[config.mk]
export PLATFORM = sky130hd
export DESIGN_NAME = dmux4way_dispatcher_flat
export DESIGN_NICKNAME = d
export VERILOG_FILES = /design/src/rtl/dmux4way_dispatcher_if.sv /design/src/rtl/dmux4way_dispatcher.sv /design/src/flat_wrapper.sv
export SDC_FILE = /design/constraint.sdc
export NUM_CORES = 1
export LEC_CHECK = 0
export ABC_AREA = 0
export BUFFER_PORTS_ARGS = -buffer_cell sky130_fd_sc_hd__buf_2
export CAP_MARGIN = 20
export CELL_PAD_IN_SITES_DETAIL_PLACEMENT = 1
export CELL_PAD_IN_SITES_GLOBAL_PLACEMENT = 2
export CORE_MARGIN = 4
export CORE_UTILIZATION = 24
export CTS_CLUSTER_SIZE = 16
export DETAILED_ROUTE_END_ITERATION = 8
export PLACE_DENSITY = 0.74
export SKIP_LAST_GASP = 1
export SLEW_MARGIN = 20
export SYNTH_ARGS = -nofsm -noshare
export SYNTH_HDL_FRONTEND = slang
export SYNTH_SLANG_ARGS = --single-unit
[constraint.sdc]
create_clock -name clk -period 1.3 [get_ports clk]
set_input_delay 0 -clock clk [delete_from_list [all_inputs] [get_ports clk]]
set_output_delay 0 -clock clk [all_outputs]
set_load 0.05 [all_outputs]
[src/rtl/dmux4way_dispatcher_if.sv]
// Bundle of the source handshake, the four destination channels and the debug
// outputs of the 4-way demux dispatcher.
interface dmux4way_dispatcher_if #(
   parameter int WIDTH     = 16,
   parameter int CNT_WIDTH = 16
);
   logic                 in_valid;
   logic                 in_ready;
   logic [WIDTH-1:0]     in_data;
   logic [3:0]           en_mask;
   logic [3:0]           out_valid;
   logic [3:0]           out_ready;
   logic [WIDTH-1:0]     out_data;
   logic [1:0]           sel;
   logic                 busy;
   logic [CNT_WIDTH-1:0] dispatch_count;

   modport master (
      output in_valid, in_data, en_mask, out_ready,
      input  in_ready, out_valid, out_data, sel, busy, dispatch_count
   );

   modport slave (
      input  in_valid, in_data, en_mask, out_ready,
      output in_ready, out_valid, out_data, sel, busy, dispatch_count
   );
endinterface

[src/rtl/dmux4way_dispatcher.sv]
// Round-robin dispatcher: holds one source word and hands it to the next
// enabled channel (a..d), owning the demux select and a dispatch counter.
module dmux4way_dispatcher #(
   parameter int WIDTH     = 16,
   parameter int CNT_WIDTH = 16
) (
   input  logic                  clk,
   input  logic                  reset,
   dmux4way_dispatcher_if.slave  bus
);
   typedef enum logic [0:0] {
      IDLE = 1'b0,
      SEND = 1'b1
   } state_t;

   state_t               state_r, state_s;
   logic [1:0]           ptr_r, ptr_s;
   logic [1:0]           sel_r, sel_s;
   logic [3:0]           out_valid_r, out_valid_s;
   logic [WIDTH-1:0]     data_r, data_s;
   logic                 busy_r, busy_s;
   logic [CNT_WIDTH-1:0] cnt_r, cnt_s;
   logic                 in_ready_s;
   logic [1:0]           target_s;

   // First enabled channel at or after ptr, scanning ptr, ptr+1, ptr+2, ptr+3 (mod 4).
   function automatic logic [1:0] pick_target(input logic [1:0] ptr, input logic [3:0] mask);
      logic [1:0] idx;
      logic [1:0] res;
      res = ptr;
      for (int i = 3; i >= 0; i--) begin
         idx = ptr + 2'(i);
         if (mask[idx]) begin
            res = idx;
         end else begin
            res = res;
         end
      end
      return res;
   endfunction

   // Next-state and next-output logic of the IDLE/SEND handshake.
   always_comb begin
      state_s     = state_r;
      ptr_s       = ptr_r;
      sel_s       = sel_r;
      out_valid_s = out_valid_r;
      data_s      = data_r;
      busy_s      = busy_r;
      cnt_s       = cnt_r;
      in_ready_s  = 1'b0;
      target_s    = pick_target(ptr_r, bus.en_mask);
      case (state_r)
         IDLE: begin
            in_ready_s = |bus.en_mask;
            if (bus.in_valid && in_ready_s) begin
               state_s     = SEND;
               sel_s       = target_s;
               out_valid_s = 4'b0001 << target_s;
               data_s      = bus.in_data;
               busy_s      = 1'b1;
            end else begin
               state_s = IDLE;
            end
         end
         SEND: begin
            // Only the ready of the channel being driven can complete the handoff.
            if (|(out_valid_r & bus.out_ready)) begin
               state_s     = IDLE;
               ptr_s       = sel_r + 2'd1;
               cnt_s       = cnt_r + CNT_WIDTH'(1'b1);
               out_valid_s = 4'b0000;
               busy_s      = 1'b0;
            end else begin
               state_s = SEND;
            end
         end
         default: begin
            state_s     = IDLE;
            out_valid_s = 4'b0000;
            busy_s      = 1'b0;
         end
      endcase
   end

   // State and output registers; reset discards any held word.
   always_ff @(posedge clk) begin
      if (reset) begin
         state_r     <= IDLE;
         ptr_r       <= 2'd0;
         sel_r       <= 2'd0;
         out_valid_r <= 4'b0000;
         data_r      <= '0;
         busy_r      <= 1'b0;
         cnt_r       <= '0;
      end else begin
         state_r     <= state_s;
         ptr_r       <= ptr_s;
         sel_r       <= sel_s;
         out_valid_r <= out_valid_s;
         data_r      <= data_s;
         busy_r      <= busy_s;
         cnt_r       <= cnt_s;
      end
   end

   assign bus.in_ready       = in_ready_s;
   assign bus.out_valid      = out_valid_r;
   assign bus.out_data       = data_r;
   assign bus.sel            = sel_r;
   assign bus.busy           = busy_r;
   assign bus.dispatch_count = cnt_r;
endmodule

[src/flat_wrapper.sv]
// flat-port wrapper written by rule: the top's interface ports become plain ports
module dmux4way_dispatcher_flat 
#(
   parameter int WIDTH     = 16,
   parameter int CNT_WIDTH = 16
)
  (clk, reset, bus_in_valid, bus_in_data, bus_en_mask, bus_out_ready, bus_in_ready, bus_out_valid, bus_out_data, bus_sel, bus_busy, bus_dispatch_count);
  dmux4way_dispatcher_if #(.WIDTH(WIDTH), .CNT_WIDTH(CNT_WIDTH)) bus_i ();
  input  logic clk;
  input  logic reset;
  input wire logic [$bits(bus_i.in_valid)-1:0] bus_in_valid;
  input wire logic [$bits(bus_i.in_data)-1:0] bus_in_data;
  input wire logic [$bits(bus_i.en_mask)-1:0] bus_en_mask;
  input wire logic [$bits(bus_i.out_ready)-1:0] bus_out_ready;
  output wire logic [$bits(bus_i.in_ready)-1:0] bus_in_ready;
  output wire logic [$bits(bus_i.out_valid)-1:0] bus_out_valid;
  output wire logic [$bits(bus_i.out_data)-1:0] bus_out_data;
  output wire logic [$bits(bus_i.sel)-1:0] bus_sel;
  output wire logic [$bits(bus_i.busy)-1:0] bus_busy;
  output wire logic [$bits(bus_i.dispatch_count)-1:0] bus_dispatch_count;
  assign bus_i.in_valid = bus_in_valid;
  assign bus_i.in_data = bus_in_data;
  assign bus_i.en_mask = bus_en_mask;
  assign bus_i.out_ready = bus_out_ready;
  assign bus_in_ready = bus_i.in_ready;
  assign bus_out_valid = bus_i.out_valid;
  assign bus_out_data = bus_i.out_data;
  assign bus_sel = bus_i.sel;
  assign bus_busy = bus_i.busy;
  assign bus_dispatch_count = bus_i.dispatch_count;
  dmux4way_dispatcher #(.WIDTH(WIDTH), .CNT_WIDTH(CNT_WIDTH)) u_core (.clk(clk), .reset(reset), .bus(bus_i));
endmodule
# ---- Word level (Yosys, flattened, before mapping)
# Cells that the tools add are included.
dict set report totals {
  output_inout_bits 40
  wordCells 49
  regBits 42
  in_bits 27
}
dict set report op_classes {
  n_lt_le_gt_ge 4
  shifts 1
  reduce_logical 6
  eq_ne 2
  n_mux 22
  add_sub_neg 5
  n_bitwise 2
}
# cell count
set op_table {}
lappend op_table {{$add 16x1->16 const B} 1}
lappend op_table {{$lt 2x3->1 const B} 4}
lappend op_table {{$mux 1} 9}
lappend op_table {{$bmux 1 s2} 4}
lappend op_table {{$mux 2} 4}
lappend op_table {{$mux 4} 2}
lappend op_table {{$pmux 4 s2} 1}
lappend op_table {{$reduce_or 4->1} 2}
lappend op_table {{$reduce_and 2->1} 3}
lappend op_table {{$add 2x1->2 const B} 2}
lappend op_table {{$add 2x2->2 const B} 2}
lappend op_table {{$and 4x4->4} 1}
lappend op_table {{$pmux 1 s2} 2}
lappend op_table {{$shl 1x2->4 const A} 1}
lappend op_table {{$ne 2x1->1 const B} 1}
lappend op_table {{$ne 2x2->1 const B} 1}
lappend op_table {{$logic_and 1x1->1} 1}
lappend op_table {{$not 1->1} 1}

# ---- Depth between registers and ports, before layout
dict set report depth {
  depth_word 10
  mapped_depth 6
  mapped_depth_nobuf 6
}

# ---- Worst setup path before layout
# OpenSTA, ideal clock, no wires.
dict set report synth_timing {
  kind {register -> register}
  start {reg u_core.cnt_r[0] (netlist: u_core.bus.dispatch_count[0])}
  end {reg u_core.cnt_r[14] (netlist: u_core.bus.dispatch_count[14])}
  n_path_buf 0
  period_less_slack_ns 1.840
  path_slack_ns -0.540
  arrival_ns 1.770
  required_time_ns 1.230
  stages_incl_launch_ff 6
  cell_sequence {dfxtp_1 -> ha_1 -> and2_1 -> o2111ai_4 -> or3_1 -> a21oi_1}
}
dict set report synth_via {
  elab_chain_cells 1
}
# element line_no
set synth_lines {}
lappend synth_lines {{start, declared} dmux4way_dispatcher.sv:22} ;# logic [CNT_WIDTH-1:0] cnt_r, cnt_s;
lappend synth_lines {{start signal, assigned} dmux4way_dispatcher.sv:103} ;# cnt_r <= cnt_s;
lappend synth_lines {{$add 16x1->16} dmux4way_dispatcher.sv:71} ;# cnt_s = cnt_r + CNT_WIDTH'(1'b1);
# No other way between the ends.
# A chain may end at the register's enable or synchronous reset.

# ---- Worst setup path in the final report
dict set report layout_timing {
  start {reg u_core.cnt_r[7] (netlist: u_core.bus.dispatch_count[7])}
  end {reg u_core.cnt_r[14] (netlist: u_core.bus.dispatch_count[14])}
}
# The elaborated chain is that of the path after synthesis.

==> impl_results.md <==
* Status: complete, but fails checks
* Failing checks: negative setup slack
* Die H at 94.01 µm
* Type of origin of the critical path: flip-flop
* Sequential Area at 903.4 µm²
* DIE AREA at 8838 µm²
* Maximum VDD drop at 0.3369 mV
* Final min period at 1390 ps
* Hold Vio Cnt, Final at 0
* Vias in the first global route at 2005
* Clock power share at 30.8%
* WL/cell at 12.96 µm
* CTS Sinks at 42
* Num ports at 67
* Slew headroom at 79.92%
* Syn Area/Cell at 8.455 µm²
* TritonCTS Buffers at 5
* Worst EP arrival at 1630 ps
* Setup crit end kind: flip-flop
* Internal at 1.963 mW
* DRT Wirelength at 5.508 mm
* Post-synth cell types at 36
* Hold WC Path Type: primary input to flip-flop
* Crit path cell chain: and4_4, and3_4, nand2_2, or3_4, a21oi_2
* Antenna Cells at 0
* Synth warnings at 0
* Share of cells above drive strength 1 at 51.23%
* Pre-CTS setup slack at -82.02 ps
* Width of the die at 94.01 µm
* Worst r2r src: u_core.bus.dispatch_count[7]
* Rows at 31
* Power per cell area at 965.8 nW/µm²
* Pleak at 1.263 nW
* Max Slew Vio Count at 0
* Number of placed instances with taps included at 395
* Filler Cell Count at 879
* Clock insertion delay at the later pin of the skew report at 290 ps
* # setup viols final at 12
* Nets at 353
* Share of the synthesized area in the top cell type at 47.36%
* Switch share at 30.27%
* Layout Cells excl Fill at 425
* Total Routing Usage GR at 12.95%
* CTS tree: built
* First-pass GRT wire length at 9.163 mm
* Post-DP HPWL at 4.104 mm
* Syn_nets at 238
* Sw power at 0.8523 mW
* Clk_skew at 8.701 ps
* Max H-tree Level at 2
* Clock Tree Buf Depth at 2
* MaxCap Viol Count at 0
* Worst slew pin tran at 301.1 ps
* Leading area contributor after synthesis: dfxtp_1
* Core Region at 7214 µm²
* CP max stage delay at 390 ps
* Required @ worst endpoint at 1540 ps
* Final ANT Viol Nets at 0
* Synth Cell Area at 1775 µm²
* Yosys reg bits at 42
* CP max stage cell: or3_4
* Main flop type after synthesis: dfxtp_1
* Remaining DRCs at 0
* Cells after Synth at 210
* F_max at 719.2 MHz
* GRT overflow at 0
* 1st-pass router iterations at 3
* Largest net degree at the start of global routing at 23
* Async SR Flop Fraction at 0%
* Iter 0 DRT Violations at 17
* Unrepaired setup endpoints after global routing: true
* EDFF count, synth at 0
* Worst setup path start: u_core.bus.dispatch_count[7]
* Post-synth top cells: 47 x nand2_1, 42 x dfxtp_1, 27 x a21oi_1
* Starting density of the core at 24.61%
* Setup WS post-layout at -90.42 ps
* Worst-path clk slew at 80 ps
* Clock Root Buffer: clkbuf_8
* Vias at 1863
* Layout area overhead at 64.20%
* Most common cell in the netlist: nand2_1
* Routability cong. at 0.7481
* Vias/cell at 4.384
* Final total power at 2.816 mW
* HP Start: reset
* Reg power frac at 48.0%
* Multi-input gate area at 1006 µm²
* Final period util at 107.0%
* Crit path max fanout at 3
* Critical setup path kind: flip-flop to flip-flop
* Combinational power share at 21.2%
* Initial antenna violation count at 0
* Synth top area cells: dfxtp_1 47%, nand2_1 9.9%, a21oi_1 7.6%, xor2_1 4.4%, nor2_1 3.6%
* Port buffer count at 66
* Sequential share of the synthesized area at 47.36%
flip-flops by register name (all words and copies together), names as in the netlist:
| name | cells |
|---|---|
| u_core.bus.busy | 1 |
| u_core.bus.dispatch_count | 16 |
| u_core.bus.out_data | 16 |
| u_core.bus.out_valid | 4 |
| u_core.bus.sel | 2 |
| u_core.ptr_r | 2 |
| u_core.state_r | 1 |
path summary, 6_finish.rpt:
kind | end | slack [ps] | cells after the start
min reg2reg | u_core.bus.out_data[12] | 450 | 2
max reg2reg | u_core.bus.dispatch_count[14] | -90 | 5
min | u_core.bus.dispatch_count[15] | 40 | 2
max | u_core.bus.dispatch_count[14] | -90 | 5
area by class of cell:
| cell class | count | area share (%) |
|---|---|---|
| Tap cell | 99 | 4.249 |
| Clock buffer | 7 | 2.961 |
| Timing Repair Buffer | 118 | 26.74 |
| Inverter | 3 | 0.3863 |
| Sequential cell | 42 | 30.99 |
| Multi-Input combinational cell | 155 | 34.51 |
| Clock inverter | 1 | 0.1717 |
power by group through the flow:
stage / Combinational, mW / Sequential (mW) / Clock (mW)
2_1_floorplan: 0.203 / 1.54 / 0
3_3_place_gp: 0.532 / 1.38 / 0
3_5_place_dp: 0.539 / 1.38 / 0
4_1_cts: 0.583 / 1.35 / 0.920
5_1_grt: 0.643 / 1.36 / 0.980
6_report: 0.597 / 1.35 / 0.867
layout by cell type (no fill, tap or decap), types with 2 or more instances in the layout:
cell type / netlist / routed
buf_2: 4 / 66
nand2_1: 47 / 42
buf_4: 0 / 31
a21oi_1: 27 / 22
dfxtp_1: 42 / 22
dlygate4sd3_1: 0 / 16
nor2_1: 17 / 15
dfxtp_4: 0 / 15
xor2_1: 9 / 9
nand3_1: 9 / 6
a21oi_2: 2 / 6
clkbuf_8: 0 / 6
buf_6: 0 / 5
dfxtp_2: 0 / 5
nand2_2: 0 / 4
or3_1: 5 / 4
xnor2_1: 4 / 4
inv_1: 3 / 3
o21ai_0: 5 / 3
nand3_2: 0 / 3
nand4_1: 3 / 3
and2_4: 0 / 2
a22o_4: 0 / 2
o21ai_2: 2 / 2
a211oi_2: 0 / 2
and2b_1: 2 / 2
o21ai_1: 0 / 2
nand3b_1: 2 / 2
nor2_2: 0 / 2
and4_4: 0 / 2
layer usage:
layer	share of wire, %	track usage, %	wire, µm
met1	46	15.37	2517
met2	48	23.00	2639
met3	5.4	3.446	298
met4	0.94	3.249	52
met5	0	0	0
cells by family (layout without fill, tap and decap cells):
| group | Yosys count | in the layout | synth area share, % |
|---|---|---|---|
| fa+ha+maj | 1 | 1 | 0.7046 |
| buf+inv | 13 | 129 | 3.664 |
| flops | 42 | 42 | 47.36 |
| compound gates | 47 | 47 | 17.76 |
| simple gates | 94 | 94 | 24.10 |
| xor+xnor | 13 | 13 | 6.413 |
critical path, delay by kind of cell, from the launching register on:
| kind | cells | cell delay [ps] |
|---|---|---|
| and+or+nand+nor | 4 | 870 |
| DFF | 1 | 350 |
| AOI/OAI and AO/OA | 1 | 110 |
through the flow:
step           hold WS, ps  util [%]  area, µm²  setup TNS, ps
2_1_floorplan        136.0         -       1908          -1017
3_3_place_gp         246.0     34.84       2514         -358.1
3_5_place_dp         250.2     34.84       2514         -769.4
4_1_cts              49.68     39.07       2819         -595.9
5_1_grt              70.92     40.41       2915          -1626
6_report             42.59     40.41       2915         -528.4
timing repair:
item | in CTS | in global routing
setup endpoints to repair | 21 | 21
hold buffers | 16 | 0
buffers inserted | 3 | 3
endpoints found under the hold margin | 16 | 0
pin swaps | 12 | 25
resized for setup | 11 | 20
cloned | 0 | 0
Note: power is estimated with default switching activity, not from simulation.
